File: src/rtl/cp0_exc_ctrl_pkg.sv
// CP0 constants shared by the exception controller, decode and forwarding:
// register numbers, field positions, handler vector, PRId and packing helpers.
package cp0_exc_ctrl_pkg;

    // CP0 register numbers
    localparam logic [4:0] CP0_SR    = 5'd12;
    localparam logic [4:0] CP0_CAUSE = 5'd13;
    localparam logic [4:0] CP0_EPC   = 5'd14;
    localparam logic [4:0] CP0_PRID  = 5'd15;

    // SR field positions
    localparam int SR_IM_HI   = 15;
    localparam int SR_IM_LO   = 10;
    localparam int SR_EXL_BIT = 1;
    localparam int SR_IE_BIT  = 0;

    // Cause field positions
    localparam int CAUSE_BD_BIT = 31;
    localparam int CAUSE_IP_HI  = 15;
    localparam int CAUSE_IP_LO  = 10;
    localparam int CAUSE_EXC_HI = 6;
    localparam int CAUSE_EXC_LO = 2;

    localparam logic [31:0] HANDLER_PC = 32'h0000_4180;
    localparam logic [31:0] PRID_VALUE = 32'h2022_1118;

    // Handler FSM; the state bit is SR.EXL itself
    typedef enum logic {
        ST_NORMAL  = 1'b0,
        ST_HANDLER = 1'b1
    } exl_state_e;

    // Build the architectural SR word; unimplemented bits read 0
    function automatic logic [31:0] pack_sr(input logic [5:0] im, input logic exl,
                                            input logic ie);
        logic [31:0] w;
        w = '0;
        w[SR_IM_HI:SR_IM_LO] = im;
        w[SR_EXL_BIT]        = exl;
        w[SR_IE_BIT]         = ie;
        return w;
    endfunction

    // Build the architectural Cause word; unimplemented bits read 0
    function automatic logic [31:0] pack_cause(input logic bd, input logic [5:0] ip,
                                               input logic [4:0] exc);
        logic [31:0] w;
        w = '0;
        w[CAUSE_BD_BIT]               = bd;
        w[CAUSE_IP_HI:CAUSE_IP_LO]    = ip;
        w[CAUSE_EXC_HI:CAUSE_EXC_LO]  = exc;
        return w;
    endfunction

endpackage

File: src/rtl/cp0_exc_ctrl.sv
// CP0 exception/interrupt controller: holds SR, Cause, EPC, raises the
// flush/redirect request for the M-stage instruction and services mtc0/mfc0.
module cp0_exc_ctrl
    import cp0_exc_ctrl_pkg::*;
(
    input  logic        clk,
    input  logic        reset,
    input  logic [4:0]  M_ExcCode,
    input  logic [31:0] M_PC,
    input  logic        M_BD,
    input  logic        M_Eret,
    input  logic [5:0]  HWInt,
    input  logic        M_CP0We,
    input  logic [4:0]  M_CP0Addr,
    input  logic [31:0] M_CP0WD,
    output logic [31:0] CP0RD,
    output logic        Req,
    output logic [31:0] ReqPC,
    output logic [31:0] EPCOut
);

    exl_state_e  state;
    logic [5:0]  sr_im;
    logic        sr_ie;
    logic        sr_exl;
    logic        cause_bd;
    logic [5:0]  cause_ip;
    logic [4:0]  cause_exc;
    logic [31:0] epc;

    logic        int_req;
    logic        exc_req;
    logic [31:0] epc_target;

    assign sr_exl = (state == ST_HANDLER);
    assign EPCOut = epc;

    // Request/priority logic: interrupts and exceptions both blocked while EXL=1
    always_comb begin
        // NOTE: every always_comb output gets a value on every path, otherwise a latch is inferred.
        int_req    = (|(HWInt & sr_im)) & sr_ie & ~sr_exl;
        exc_req    = (M_ExcCode != 5'd0) & ~sr_exl;
        Req        = int_req | exc_req;
        epc_target = M_BD ? (M_PC - 32'd4) : M_PC;
        if (Req)
            ReqPC = HANDLER_PC;
        else if (M_Eret)
            ReqPC = epc;
        else
            ReqPC = '0;
    end

    // mfc0 read port: always the registered (pre-write) values
    always_comb begin
        case (M_CP0Addr)
            CP0_SR:    CP0RD = pack_sr(sr_im, sr_exl, sr_ie);
            CP0_CAUSE: CP0RD = pack_cause(cause_bd, cause_ip, cause_exc);
            CP0_EPC:   CP0RD = epc;
            CP0_PRID:  CP0RD = PRID_VALUE;
            default:   CP0RD = '0;
        endcase
    end

    // Handler FSM plus SR/Cause/EPC updates; a faulting instruction's mtc0 never commits
    always_ff @(posedge clk) begin
        // NOTE: sequential state uses non-blocking assignments so every register samples pre-edge values.
        if (!reset) begin
            state     <= ST_NORMAL;
            sr_im     <= '0;
            sr_ie     <= 1'b0;
            cause_bd  <= 1'b0;
            cause_ip  <= '0;
            cause_exc <= '0;
            epc       <= '0;
        end else begin
            cause_ip <= HWInt;
            if (Req) begin
                state     <= ST_HANDLER;
                cause_exc <= int_req ? 5'd0 : M_ExcCode;
                cause_bd  <= M_BD;
                epc       <= {epc_target[31:2], 2'b00};
            end else begin
                if (M_Eret)
                    state <= ST_NORMAL;
                if (M_CP0We) begin
                    if (M_CP0Addr == CP0_SR) begin
                        sr_im <= M_CP0WD[SR_IM_HI:SR_IM_LO];
                        sr_ie <= M_CP0WD[SR_IE_BIT];
                        state <= M_CP0WD[SR_EXL_BIT] ? ST_HANDLER : ST_NORMAL;
                    end else if (M_CP0Addr == CP0_EPC) begin
                        epc <= {M_CP0WD[31:2], 2'b00};
                    end
                end
            end
        end
    end

endmodule

File: config.mk
export PLATFORM = sky130hd
export DESIGN_NAME = cp0_exc_ctrl
export DESIGN_NICKNAME = d
export VERILOG_FILES = /design/src/rtl/cp0_exc_ctrl_pkg.sv /design/src/rtl/cp0_exc_ctrl.sv
export SDC_FILE = /design/constraint.sdc
export NUM_CORES = 1
export LEC_CHECK = 0
export ABC_CLOCK_PERIOD_IN_PS = 2400
export CAP_MARGIN = 20
export CORE_MARGIN = 2
export CORE_UTILIZATION = 36
export DETAILED_ROUTE_END_ITERATION = 6
export PLACE_DENSITY = 0.77
export SYNTH_ARGS = -nofsm -noshare
export SYNTH_HDL_FRONTEND = slang
export SYNTH_SLANG_ARGS = --single-unit
export TNS_END_PERCENT = 5
File: constraint.sdc
create_clock -name clk -period 2.4 [get_ports clk]
set_input_delay 0.48 -clock clk [delete_from_list [all_inputs] [get_ports clk]]
set_output_delay 0.48 -clock clk [all_outputs]
set_load 0.02 [all_outputs]
==> results.env <==
FINAL_CELL_COUNT_NO_FILL=815
COMBINATIONAL_SHARE_OF_POWER_PCT=34.3
FINAL-MAX-SLEW-VIOLATION-COUNT=0
POSTSYNTHREGISTERBITS=50
NETLIST.AREA_LEADER.SHARE_PCT=28.6
DIE_WIDTH_UM=103
DETAILED_PLACE.AREA_MM2=0.00597
FINALSETUPVIOLCOUNT=29
DETAILED_PLACE_HPWL_UM=9780
CLOCK_PATH_BUFFERS=2
FINAL_AREA_MM2=0.00631
DRT.ANTENNA.VIOLATING_NETS=0
AREAGROWTHSYNTHTOFINISH_PCT=80.0
HTREE_NUM_LEVELS=2
UNREPAIRED_SETUP_ENDPOINTS_AFTER_GLOBAL_ROUTING='true'
MAXCAPVIOLCOUNT=0
CELL_INTERNAL_PWR_mW=1.79
ANTENNA_CELLS=0
CTS_TREE='done'
SYNTH_COMMON_CELLS='71 x sky130_fd_sc_hd__nand2_1, 50 x sky130_fd_sc_hd__dfxtp_1, 38 x sky130_fd_sc_hd__mux2i_1, 36 x sky130_fd_sc_hd__and3_1, 30 x sky130_fd_sc_hd__nor2_1'
CELLPOWERDENSITY_mW_PER_MM2=407
STD_CELL_ROWS=36
GRT_PASS1_VIAS=4060
WIRE_PER_INST_UM=16.5
FINAL_NET_COUNT=767
WORST_SKEW_PAIR.LATE_LATENCY_NS=0.32
FINALCRITICALPERIOD_NS=2.49
SYNTH-EDFF-COUNT=0
CTS_ROOT_BUF='sky130_fd_sc_hd__clkbuf_8'
DIE_H_UM=103
PERIOD_SHARE_PCT=104
DR_ITER_0_VIOLS=115
WORST-ENDPOINT-ARRIVAL_NS=2.01
PLACE.GP.CONGESTION=0.872
POST_SYNTH.CELL_AREA_AVG_UM2=7.98
DRT-TOTAL-WL_UM=13400
CP_MAX_FO=8
POST-SYNTH-TOP-AREA-CELL='sky130_fd_sc_hd__dfxtp_1'
FMAXACHIEVABLE_MHz=401
OUTCOME='finished with violations'
GRT_FIRST_PASS_WIRELENGTH_UM=20200
BIGGEST_AREA_CONTRIBUTORS_IN_THE_SYNTHESIZED_NETLIST='sky130_fd_sc_hd__dfxtp_1 29%, sky130_fd_sc_hd__mux2i_1 11%, sky130_fd_sc_hd__nand2_1 7.6%'
FINAL_HOLD_VIOL_COUNT=0
ROUTE.VIAS.TOTAL=4140
SEQ_POWER_SHARE_PCT=37.3
CLKTRANSATPATHREGS_NS=0.11
YOSYSWARNINGCOUNT=0
P_SW_mW=0.778
POWER_FRAC_CLOCK_PCT=28.4
CRITPATHKIND='input port to output pin'
GLOBALROUTE.TOTALOVERFLOW=0
HP-CLASS='input port to register'
WORSTSETUPENDPOINTTYPE='output pin'
CLOCK-SKEW-FINAL_NS=0.0156
POST_ROUTE_CELLS_DRIVE_ABOVE_1_SHARE_PCT=30.6
WHS_NS=0.385
SYNTH.LIB_CELLS_USED.DISTINCT=42
SYNTH_MOST_COMMON_CELL='sky130_fd_sc_hd__nand2_1'
PORT-BUFFER-COUNT=175
SEQ_AREA_FRAC_SYNTH_PCT=28.6
INITIAL_UTILIZATION_PCT=36.5
WORSTPATHREQUIRED_NS=1.92
SYN-CELL-AREA_MM2=0.00350
DIE-AREA_MM2=0.0105
PLACED_CELLS=794
SWSHARE_PCT=30.3
ANTENNA_FOUND_INITIAL=0
CORE_AREA_MM2=0.00959
DRC_ERRORS=0
POSTSYNTH.ASYNCRESETSHARE_PCT=0
SYNTHESIZED_INSTANCE_COUNT=439
SYNTH_FLOP_CELL='sky130_fd_sc_hd__dfxtp_1'
TOP_LEVEL_PINS=182
CTS_MADE_BUFFERS=5
CRITICAL_PATH.STARTPOINT_TYPE='input port'
POWER.STATIC_LEAKAGE_nW=2.92
DR.PASS1.ITERS=4
PNR_WORST_SETUP_SLACK_NS=-0.0940
DETAIL_ROUTE.VIAS_PER_CELL=5.08
TRACK_USAGE_PCT=24.4
SETUP-TNS-FINAL_NS=-2.34
CTS.SINK_COUNT=50
GRT_START_MAX_NET_PINS=23
PEAKVDDDROP_mV=0.331
VIOLATED_CHECKS='negative setup slack'
-- final cells by class --
cell class	instances	area, um2
Clock inverter	3	68.8
Sequential cell	50	1000
Fill cell	791	3290
Inverter	4	15.0
Clock buffer	5	68.8
Multi-Input combinational cell	350	2490
Tap cell	133	166
Timing Repair Buffer	270	2490
-- state kept, by name, summed over array words and instances, names as in the netlist --
name,flops
sr_exl,1
sr_im,6
sr_ie,1
cause_bd,1
EPCOut,30
cause_exc,5
cause_ip,6
-- metal layers --
metal / vias to the layer above / routed length (um) / GRT usage (%)
met5: - / 0 / 0
met4: 0 / 300 / 7.59
met3: 20 / 932 / 4.34
met2: 154 / 6850 / 43.9
met1: 1954 / 5330 / 29.6
li1: 2012 / - / -
-- layout by cell type, fill, tap and decap left out, types with 8 or more instances in the layout --
cell,count
sky130_fd_sc_hd__and2_1,23
sky130_fd_sc_hd__nand2_1,68
sky130_fd_sc_hd__o211a_1,21
sky130_fd_sc_hd__clkdlybuf4s50_1,99
sky130_fd_sc_hd__xnor2_1,9
sky130_fd_sc_hd__a21oi_1,9
sky130_fd_sc_hd__nor2_1,29
sky130_fd_sc_hd__and3_1,23
sky130_fd_sc_hd__buf_12,9
sky130_fd_sc_hd__and3_4,13
sky130_fd_sc_hd__dfxtp_1,47
sky130_fd_sc_hd__dlygate4sd2_1,8
sky130_fd_sc_hd__buf_4,91
sky130_fd_sc_hd__buf_6,24
sky130_fd_sc_hd__o21ai_0,9
sky130_fd_sc_hd__buf_2,18
sky130_fd_sc_hd__nand3_1,8
sky130_fd_sc_hd__mux2i_1,38
sky130_fd_sc_hd__xor2_1,18
sky130_fd_sc_hd__clkbuf_2,10
-- power by group through the flow --
stage | Combinational, mW | Clock [mW] | Sequential, mW
floorplan | 0.297 | 0 | 1.01
global placement | 0.784 | 0 | 0.969
detailed placement | 0.798 | 0 | 0.972
CTS | 0.874 | 0.739 | 0.954
finish | 0.879 | 0.729 | 0.956
global route | 0.940 | 0.767 | 0.966
-- path summary, 6_finish.rpt --
path | start | endpoint | slack [ns] | depth (start not counted)
max | M_ExcCode[3] | ReqPC[21] | -0.09 | 8
min | HWInt[2] | cause_ip[2] | 0.38 | 2
max reg2reg | sr_im[1] | sr_im[0] | 0.19 | 10
min reg2reg | cause_exc[2] | cause_exc[2] | 0.47 | 2
-- critical path: stages --
cell and delay (ns):
sky130_fd_sc_hd__buf_2 0.11, sky130_fd_sc_hd__or4_1 0.51, sky130_fd_sc_hd__nor2_1 0.15, sky130_fd_sc_hd__a21o_2 0.20, sky130_fd_sc_hd__buf_12 0.14, sky130_fd_sc_hd__buf_12 0.13
sky130_fd_sc_hd__and3_4 0.19, sky130_fd_sc_hd__buf_6 0.11
-- what timing repair did --
action / CTS / global route
hold buffers: 0 / 0
endpoints found under the setup margin: 83 / 76
setup buffers: 9 / 3
endpoints found under the hold margin: 0 / 0
cloned: 3 / 0
pin swaps: 12 / 7
resized for setup: 306 / 45
-- cells by family after synthesis --
group,Yosys count,synth area share [%]
AO/OA/AOI/OAI,55,12.1
XOR/XNOR,27,6.75
adder cells (fa/ha/maj),1,0.357
buffers and inverters,42,5.29
flip-flops,50,28.6
multiplexers,38,10.9
other,1,0.107
AND/OR/NAND/NOR,225,35.9
-- through the flow --
step	setup WS (ns)	util (%)	power [mW]
after floorplan	0.0724	-	1.31
after global placement	-0.789	62.2	1.75
after detailed placement	-0.854	62.2	1.77
after CTS	-0.133	65.3	2.57
after global routing	-0.138	65.7	2.67
final	-0.0940	65.7	2.56
Note: power is estimated with default switching activity, not from simulation.
